--- config.mk ---
export PLATFORM = sky130hd
export DESIGN_NAME = icache_direct
export DESIGN_NICKNAME = d
export VERILOG_FILES = /design/src/rtl/lc3b_types.sv /design/src/rtl/icache_array.sv /design/src/rtl/icache_direct.sv
export SDC_FILE = /design/constraint.sdc
export NUM_CORES = 1
export LEC_CHECK = 0
export BUFFER_PORTS_ARGS = -buffer_cell sky130_fd_sc_hd__buf_2
export CAP_MARGIN = 20
export CORE_ASPECT_RATIO = 1.75
export CORE_MARGIN = 1.5
export CORE_UTILIZATION = 40
export DETAILED_ROUTE_END_ITERATION = 7
export PLACE_DENSITY = 0.68
export SYNTH_ARGS = -nofsm -noshare
export SYNTH_HDL_FRONTEND = slang
export SYNTH_HIERARCHICAL = 1
export SYNTH_SLANG_ARGS = --single-unit
--- constraint.sdc ---
create_clock -name clk -period 22.5 [get_ports clk]
set_clock_uncertainty 0.1 [all_clocks]
set_input_delay 1.125 -clock clk [delete_from_list [all_inputs] [get_ports clk]]
set_output_delay 1.125 -clock clk [all_outputs]
set_load 0.005 [all_outputs]
--- src/rtl/lc3b_types.sv ---
// Shared LC-3b types plus the instruction-cache geometry
// and FSM state encoding.
package lc3b_types;

   typedef logic [15:0]  lc3b_word;
   typedef logic [127:0] lc3b_data;

   localparam int ICACHE_SETS        = 8;
   localparam int ICACHE_OFFSET_BITS = 4;
   localparam int ICACHE_INDEX_BITS  = $clog2(ICACHE_SETS);
   localparam int ICACHE_TAG_BITS    =
      16 - ICACHE_OFFSET_BITS - ICACHE_INDEX_BITS;

   typedef logic [ICACHE_TAG_BITS-1:0]    lc3b_icache_tag;
   typedef logic [ICACHE_INDEX_BITS-1:0]  lc3b_icache_index;
   typedef logic [ICACHE_OFFSET_BITS-1:0] lc3b_icache_offset;

   typedef enum logic {
      LOOKUP,
      REFILL
   } icache_state_t;

endpackage

--- src/rtl/icache_array.sv ---
// Valid/tag/data storage for the direct-mapped icache:
// async read port, sync write port, valid bits cleared on rst.
module icache_array
   import lc3b_types::*;
#(
   parameter int NUM_SETS = ICACHE_SETS,
   parameter int TAG_W    = ICACHE_TAG_BITS,
   parameter int IDX      = $clog2(NUM_SETS)
) (
   input  logic             clk,
   input  logic             rst,
   input  logic [IDX-1:0]   rd_index,
   output logic             rd_valid,
   output logic [TAG_W-1:0] rd_tag,
   output lc3b_data         rd_data,
   input  logic             wr_en,
   input  logic [IDX-1:0]   wr_index,
   input  logic [TAG_W-1:0] wr_tag,
   input  lc3b_data         wr_data
);

   logic [NUM_SETS-1:0] valid_q;
   logic [TAG_W-1:0]    tag_q  [NUM_SETS];
   lc3b_data            data_q [NUM_SETS];

   always_ff @(posedge clk) begin
      if (rst) begin
         valid_q <= '0;
      end else if (wr_en) begin
         valid_q[wr_index] <= 1'b1;
      end
   end

   // Tag and data are qualified by valid, so they need no reset.
   always_ff @(posedge clk) begin
      if (!rst && wr_en) begin
         tag_q[wr_index]  <= wr_tag;
         data_q[wr_index] <= wr_data;
      end
   end

   assign rd_valid = valid_q[rd_index];
   assign rd_tag   = tag_q[rd_index];
   assign rd_data  = data_q[rd_index];

endmodule

--- src/rtl/icache_direct.sv ---
// Direct-mapped read-only instruction cache: same-cycle hits,
// misses stall fetch while a line is refilled over stb/cyc/ack.
module icache_direct
   import lc3b_types::*;
#(
   parameter int NUM_SETS    = ICACHE_SETS,
   parameter int OFFSET_BITS = ICACHE_OFFSET_BITS
) (
   input  logic     clk,
   input  logic     rst,
   input  lc3b_word imem_address,
   input  logic     imem_action_stb,
   input  logic     imem_action_cyc,
   output lc3b_data imem_rdata,
   output logic     imem_resp,
   output lc3b_word pmem_address,
   output logic     pmem_stb,
   output logic     pmem_cyc,
   input  lc3b_data pmem_rdata,
   input  logic     pmem_ack
);

   localparam int IDX   = $clog2(NUM_SETS);
   localparam int TAG_W = 16 - OFFSET_BITS - IDX;
   localparam lc3b_word LINE_MASK =
      16'hFFFF << OFFSET_BITS;

   icache_state_t    state_q;
   lc3b_word         miss_addr;
   logic             stb_q;
   logic             request;
   logic             hit;
   logic             fill;
   logic [IDX-1:0]   index;
   logic [TAG_W-1:0] tag;
   logic             set_valid;
   logic [TAG_W-1:0] set_tag;

   assign index   = imem_address[OFFSET_BITS+IDX-1:OFFSET_BITS];
   assign tag     = imem_address[15:OFFSET_BITS+IDX];
   assign request = imem_action_stb & imem_action_cyc;
   assign hit     = request & set_valid & (set_tag == tag);
   assign fill    = (state_q == REFILL) & pmem_ack & ~rst;

   icache_array #(
      .NUM_SETS (NUM_SETS),
      .TAG_W    (TAG_W)
   ) u_array (
      .clk      (clk),
      .rst      (rst),
      .rd_index (index),
      .rd_valid (set_valid),
      .rd_tag   (set_tag),
      .rd_data  (imem_rdata),
      .wr_en    (fill),
      .wr_index (miss_addr[OFFSET_BITS+IDX-1:OFFSET_BITS]),
      .wr_tag   (miss_addr[15:OFFSET_BITS+IDX]),
      .wr_data  (pmem_rdata)
   );

   always_ff @(posedge clk) begin
      if (rst) begin
         state_q   <= LOOKUP;
         miss_addr <= '0;
         stb_q     <= 1'b0;
      end else begin
         unique case (state_q)
            LOOKUP: begin
               if (request && !hit) begin
                  miss_addr <= imem_address & LINE_MASK;
                  stb_q     <= 1'b1;
                  state_q   <= REFILL;
               end
            end
            REFILL: begin
               if (pmem_ack) begin
                  stb_q   <= 1'b0;
                  state_q <= LOOKUP;
               end
            end
         endcase
      end
   end

   // Gate with rst so a reset cycle never reports a hit or a bus request.
   assign imem_resp    = hit & (state_q == LOOKUP) & ~rst;
   assign pmem_stb     = stb_q & ~rst;
   assign pmem_cyc     = stb_q & ~rst;
   assign pmem_address = miss_addr;

endmodule

# Yosys cells after proc, flatten, opt, wreduce, memory -nomap -nowiden
# Memories as Yosys holds them, arrays and structs flattened.
# Index checks and enable logic that the tools add are counted.
# Widths: inputs -> output; s select.
# op_classes
eq_ne,3
n_reduce_logical,7
magnitude_cmp,3
mux,12
n_bitwise,11
# ops
op,n
$eq 9x9->1,1
$and 1x1->1,8
$lt 3x4->1 const B,2
$mux 1,8
$or 8x8->8,1
$ne 2x2->1 const B,2
$pmux 1 s2,2
$reduce_and 2->1,2
$bmux 1 s3,1
$demux 1 s3,1
$ge 3x1->1 const B,1
$logic_and 1x1->1,3
$logic_not 1->1,2
$not 1->1,2
# word_totals
output_inout_bits,147
ramBits,1096
memories,2
reg_bits,22
# mem_list
name,words,word_bits,read_ports,rd_ports_with_merged_regs,write_ports,line,text
u_array.data_q,8,128,1,0,1,icache_array.sv:24,lc3b_data data_q [NUM_SETS];
u_array.tag_q,8,9,1,0,1,icache_array.sv:23,logic [TAG_W-1:0] tag_q [NUM_SETS];

# Depth between registers and ports, before layout
# depth
ltp_word,8
ltp_mapped,11

# Hierarchy
# The synthesis kept the hierarchy.
# modules_own_cells
module,instances,area_per_inst_um2,cells_each,seq_area_each_um2
icache_array,1,42020.3,1635,33071.7
icache_direct,1,1071.0,131,280.3

# Least setup slack after synthesis
# No wires, ideal clock.
# synth_path
path_type,input -> register
start,input port rst
end,"memory u_array/data_q[2][0] in the netlist's numbering, enable pin"
path_buffers,3
setup_ps,969
slack_ps,6511
stages,6
required_ps,21431
t_arrival_ps,14920
cell_sequence,clkbuf_1 > clkbuf_1 > nor2_1 > clkbuf_1 > nand2_1 > nor4_1
# synth_between
elab_chain_len,5
word_cells_on_any_way,6
# synth_lines
element,line,text
from (decl),icache_direct.sv:10,"input logic rst,"
$not 1->1,icache_direct.sv:43,assign fill = (state_q == REFILL) & pmem_ack & ~rst;
$and 1x1->1,icache_direct.sv:43,
net fill,icache_direct.sv:33,logic fill;
$logic_and 1x1->1,icache_array.sv:36,if (!rst && wr_en) begin
$mux 1,icache_array.sv:36,
$mux 1 (not written as such),icache_array.sv:38,data_q[wr_index] <= wr_data;
to (decl),icache_array.sv:24,
# The timed path passes the listed nets, and every way through them passes these cells.

# Worst setup path in the final report
# layout_path
start,input port imem_address[4]
end,output port imem_resp
# layout_between
word_cells_on_any_way,8
# layout_rtl
element,line,text
from (decl),icache_direct.sv:11,"input lc3b_word imem_address,"
$mem_v2 8x9,--,
net set_tag[8],icache_direct.sv:37,logic [TAG_W-1:0] set_tag;
$eq 9x9->1,icache_direct.sv:42,assign hit = request & set_valid & (set_tag == tag);
$and 1x1->1,icache_direct.sv:42,
$and 1x1->1 (2 in a row),icache_direct.sv:86,assign imem_resp = hit & (state_q == LOOKUP) & ~rst;
to (decl),icache_direct.sv:15,"output logic imem_resp,"
# The timed path passes the listed nets, and every way through them passes these cells. The select of a mux whose other input is x is not followed.

==> results.yml <==
global_routing:
  grt_max_degree: 95
  grt_usage_pct: 16.21
  grt_pass1_wl_um: 132200
  first_global_vias: 21160
  antenna_found_initial: 13
  grt-ovfl-total: 0
critical_path:
  crit_required_ns: 21.27
  cp_cell_sequence: "buf_8 > buf_4 > mux4_1 > mux2_2 > xnor2_1 > and2_0 > nand3_1 > nor3_1 > buf_2"
  critPathMaxFanout: 81
  crit_type: "in2out"
  cp_slowest_cell: "buf_4"
  cp-start-kind: "input port"
  arrival_ns: 5.11
  cpPeakStageDelay_ns: 0.80
  crit_path_end_kind: "output port"
logic_synthesis:
  ys.flop_type: "edfxtp_1"
  ys_ff_latch: 1118
  synth_fa_ha_area_share_pct: 0
  synth-xor-area-share_pct: 0.1829
  synth-async-reset-ratio_pct: 0
  synth_cell_types: 38
  synth_edf_count: 1096
  synth-compound-area-share_pct: 0.6010
  ys_warn_count: 6
  synthCells: 1766
  yosys.area_share.simple_pct: 1.240
  yosysSeqAreaShare_pct: 77.40
  syn_area_um2: 43090
  synth_top_family_by_area: "multiplexers"
  syn_avg_cell_area_um2: 24.40
  synthMuxAreaShare_pct: 19.02
drt:
  first_iter_violations: 1219
  dr.pass1.iters: 5
  viasPerCell: 5.405
  drc_errors: 0
  via_count: 19210
  wire_per_inst_um: 24.80
  wl_um: 88130
  drtAntennaViolNets: 0
cts:
  numCtsBuffers: 101
  post_cts_buffers: 0
  clk_pin_slew_ns: 0.06
  cts_tree: "done"
  ctsRootBufferMaster: "clkbuf_16"
  clk_latency_ns: 0.68
  clk_path_buf_depth: 3
  cts_hold_buffers: 0
  clock-sinks: 1118
  post_cts_resized: 0
  htreeDepth: 3
timing:
  finalHoldViolCount: 0
  slew_headroom_pct: 29.77
  fin_setup_tns_ns: 0
  finalCriticalPeriod_ns: 6.335
  fmax_mhz: 157.9
  setup_violations: 0
  rsz0062_at_grt: "false"
  fin_crit_sh_pct: 28.16
  worst_slew_pin_slew_ns: 1.054
  report.final.slew_viol_count: 0
pwr:
  power-per-cell-area_nw_per_um2: 85.31
  vdd_drop_max_v: 0.00007919
  p_leak_nw: 16.10
place:
  portBuffers: 287
  hpwlAfterDp_um: 46940
  place_inst: 3363
  gp_congestion: 0.7489
floorplan:
  die_area_um2: 109800
  die_width_um: 251.1
  pin_count: 296
  die_h_um: 437.2
  core_area_um2: 107000
  row_count: 159
  initial_utilization_pct: 40.26
cells_and_area:
  nets: 2248
  finalNonFillerCells: 3554
  num-fill-cells: 8759
  layout-drive-gt1-share_pct: 36.49
  area_growth_pct: 14.60
outcome:
  outcome: "complete, no violations"
run:
  cap_violations: 0
min_path:
  hold_class: "reg2reg"
## worst max-delay path: cells and delay by family
family        cells  cell delay [ns]
buf+inv           3             1.62
simple gates      3             1.04
mux               2             0.93
xor+xnor          1             0.25
## routing by layer
layer  track usage (%)  share of wire (%)
met4             5.461                2.3
met1             18.66                 39
met5                 0               0.13
met3             3.637                5.3
met2             29.55                 54
## power by group
group          switching, mW  internal [mW]
registers            0.00649           2.29
logic                 0.0973         0.0876
clock network          0.748          0.983
total                  0.851           3.36
## logic make-up (layout without fill, tap and decap cells)
logic type	count (synthesis)	count (layout)
DFF	1118	1118
xor gates and xnor gates	9	9
other	1	6
muxes	414	414
AOI/OAI and AO/OA	34	34
and+or+nand+nor	83	83
buffers and inverters	107	522
## through the flow
step | worst slack [ns] | utilization [%] | hold WS, ns | power [mW] | area, µm²
finish | 16.17 | 46.14 | 0.3523 | 4.212 | 49380
global route | 15.74 | 46.14 | 0.3628 | 4.346 | 49380
CTS | 16.05 | 46.11 | 0.3536 | 4.262 | 49350
detailed placement | 16.08 | 42.97 | 0.3441 | 2.531 | 45990
global placement | 16.16 | 42.97 | 0.3402 | 2.523 | 45990
floorplan | 6.511 | - | 0.3207 | 2.454 | 43100
## cell type report
| cell class | count | area (µm²) | area share (%) |
|---|---|---|---|
| well taps | 1368 | 1712 | 3.466 |
| repair buffers | 326 | 1788 | 3.621 |
| inverters | 8 | 30.03 | 0.06081 |
| diodes | 2 | 5.005 | 0.01014 |
| multi-input cells | 544 | 9139 | 18.51 |
| clock inverters | 64 | 668.1 | 1.353 |
| flip-flops and latches | 1118 | 33350 | 67.54 |
| clock buffers | 124 | 2688 | 5.443 |
## flip-flops by register name, summed over array words and instances, names as in the netlist
register and count:
u_array/data_q 1024, u_array/tag_q 72, stb_q 1, pmem_address 12, u_array/valid_q 8, state_q 1
## cell usage after synthesis (all sizes together) (2+ instances only)
cell     count  area (µm²)
a21oi        7       35.03
a22oi       12       140.1
buf         63       500.5
clkbuf      36       135.1
dfxtp       22       440.4
edfxtp    1096       32910
inv          8       30.03
mux2       138        1554
mux4       276        6644
nand2        5       18.77
nand2b       3       18.77
nand3       14       70.07
nand4       13       81.33
nand4b       3       26.28
nand4bb      3       33.78
nor2         2       7.510
nor2b       13       81.33
nor3         5       25.02
nor3b       12       90.09
nor4         5       37.53
o21ai       13       65.06
xnor2        6       52.55
xor2         3       26.28
## cell usage in the layout (no fill, tap or decap), types with 5 or more instances in the layout
master / n
a22oi_2: 10
a21oi_1: 7
o21ai_0: 13
edfxtp_1: 1096
nand2_1: 5
clkinvlp_4: 5
nor3b_1: 12
mux2_2: 138
nand3_1: 14
mux4_2: 162
buf_2: 284
dfxtp_1: 22
nand4_1: 13
clkinv_1: 19
mux4_1: 114
xnor2_1: 6
inv_1: 8
clkbuf_1: 19
bufinv_16: 11
inv_6: 7
clkinv_2: 12
clkbuf_16: 104
clkinv_4: 6
nor2b_1: 13
buf_4: 37
## worst paths after layout
check | slack, ns | depth (start not counted) | startpoint | endpoint
setup / recovery | 16.17 | 9 | imem_address[4] | imem_resp
hold / removal | 0.35 | 2 | u_array/valid_q[4]$_SDFFE_PP0P_ | u_array/valid_q[4]$_SDFFE_PP0P_
setup reg to reg | 18.78 | 6 | state_q$_SDFF_PP0_ | u_array/data_q[2][114]$_DFFE_PP_
hold reg to reg | 0.35 | 2 | u_array/valid_q[4]$_SDFFE_PP0P_ | u_array/valid_q[4]$_SDFFE_PP0P_
No activity file was read; power rests on OpenSTA's default activity.
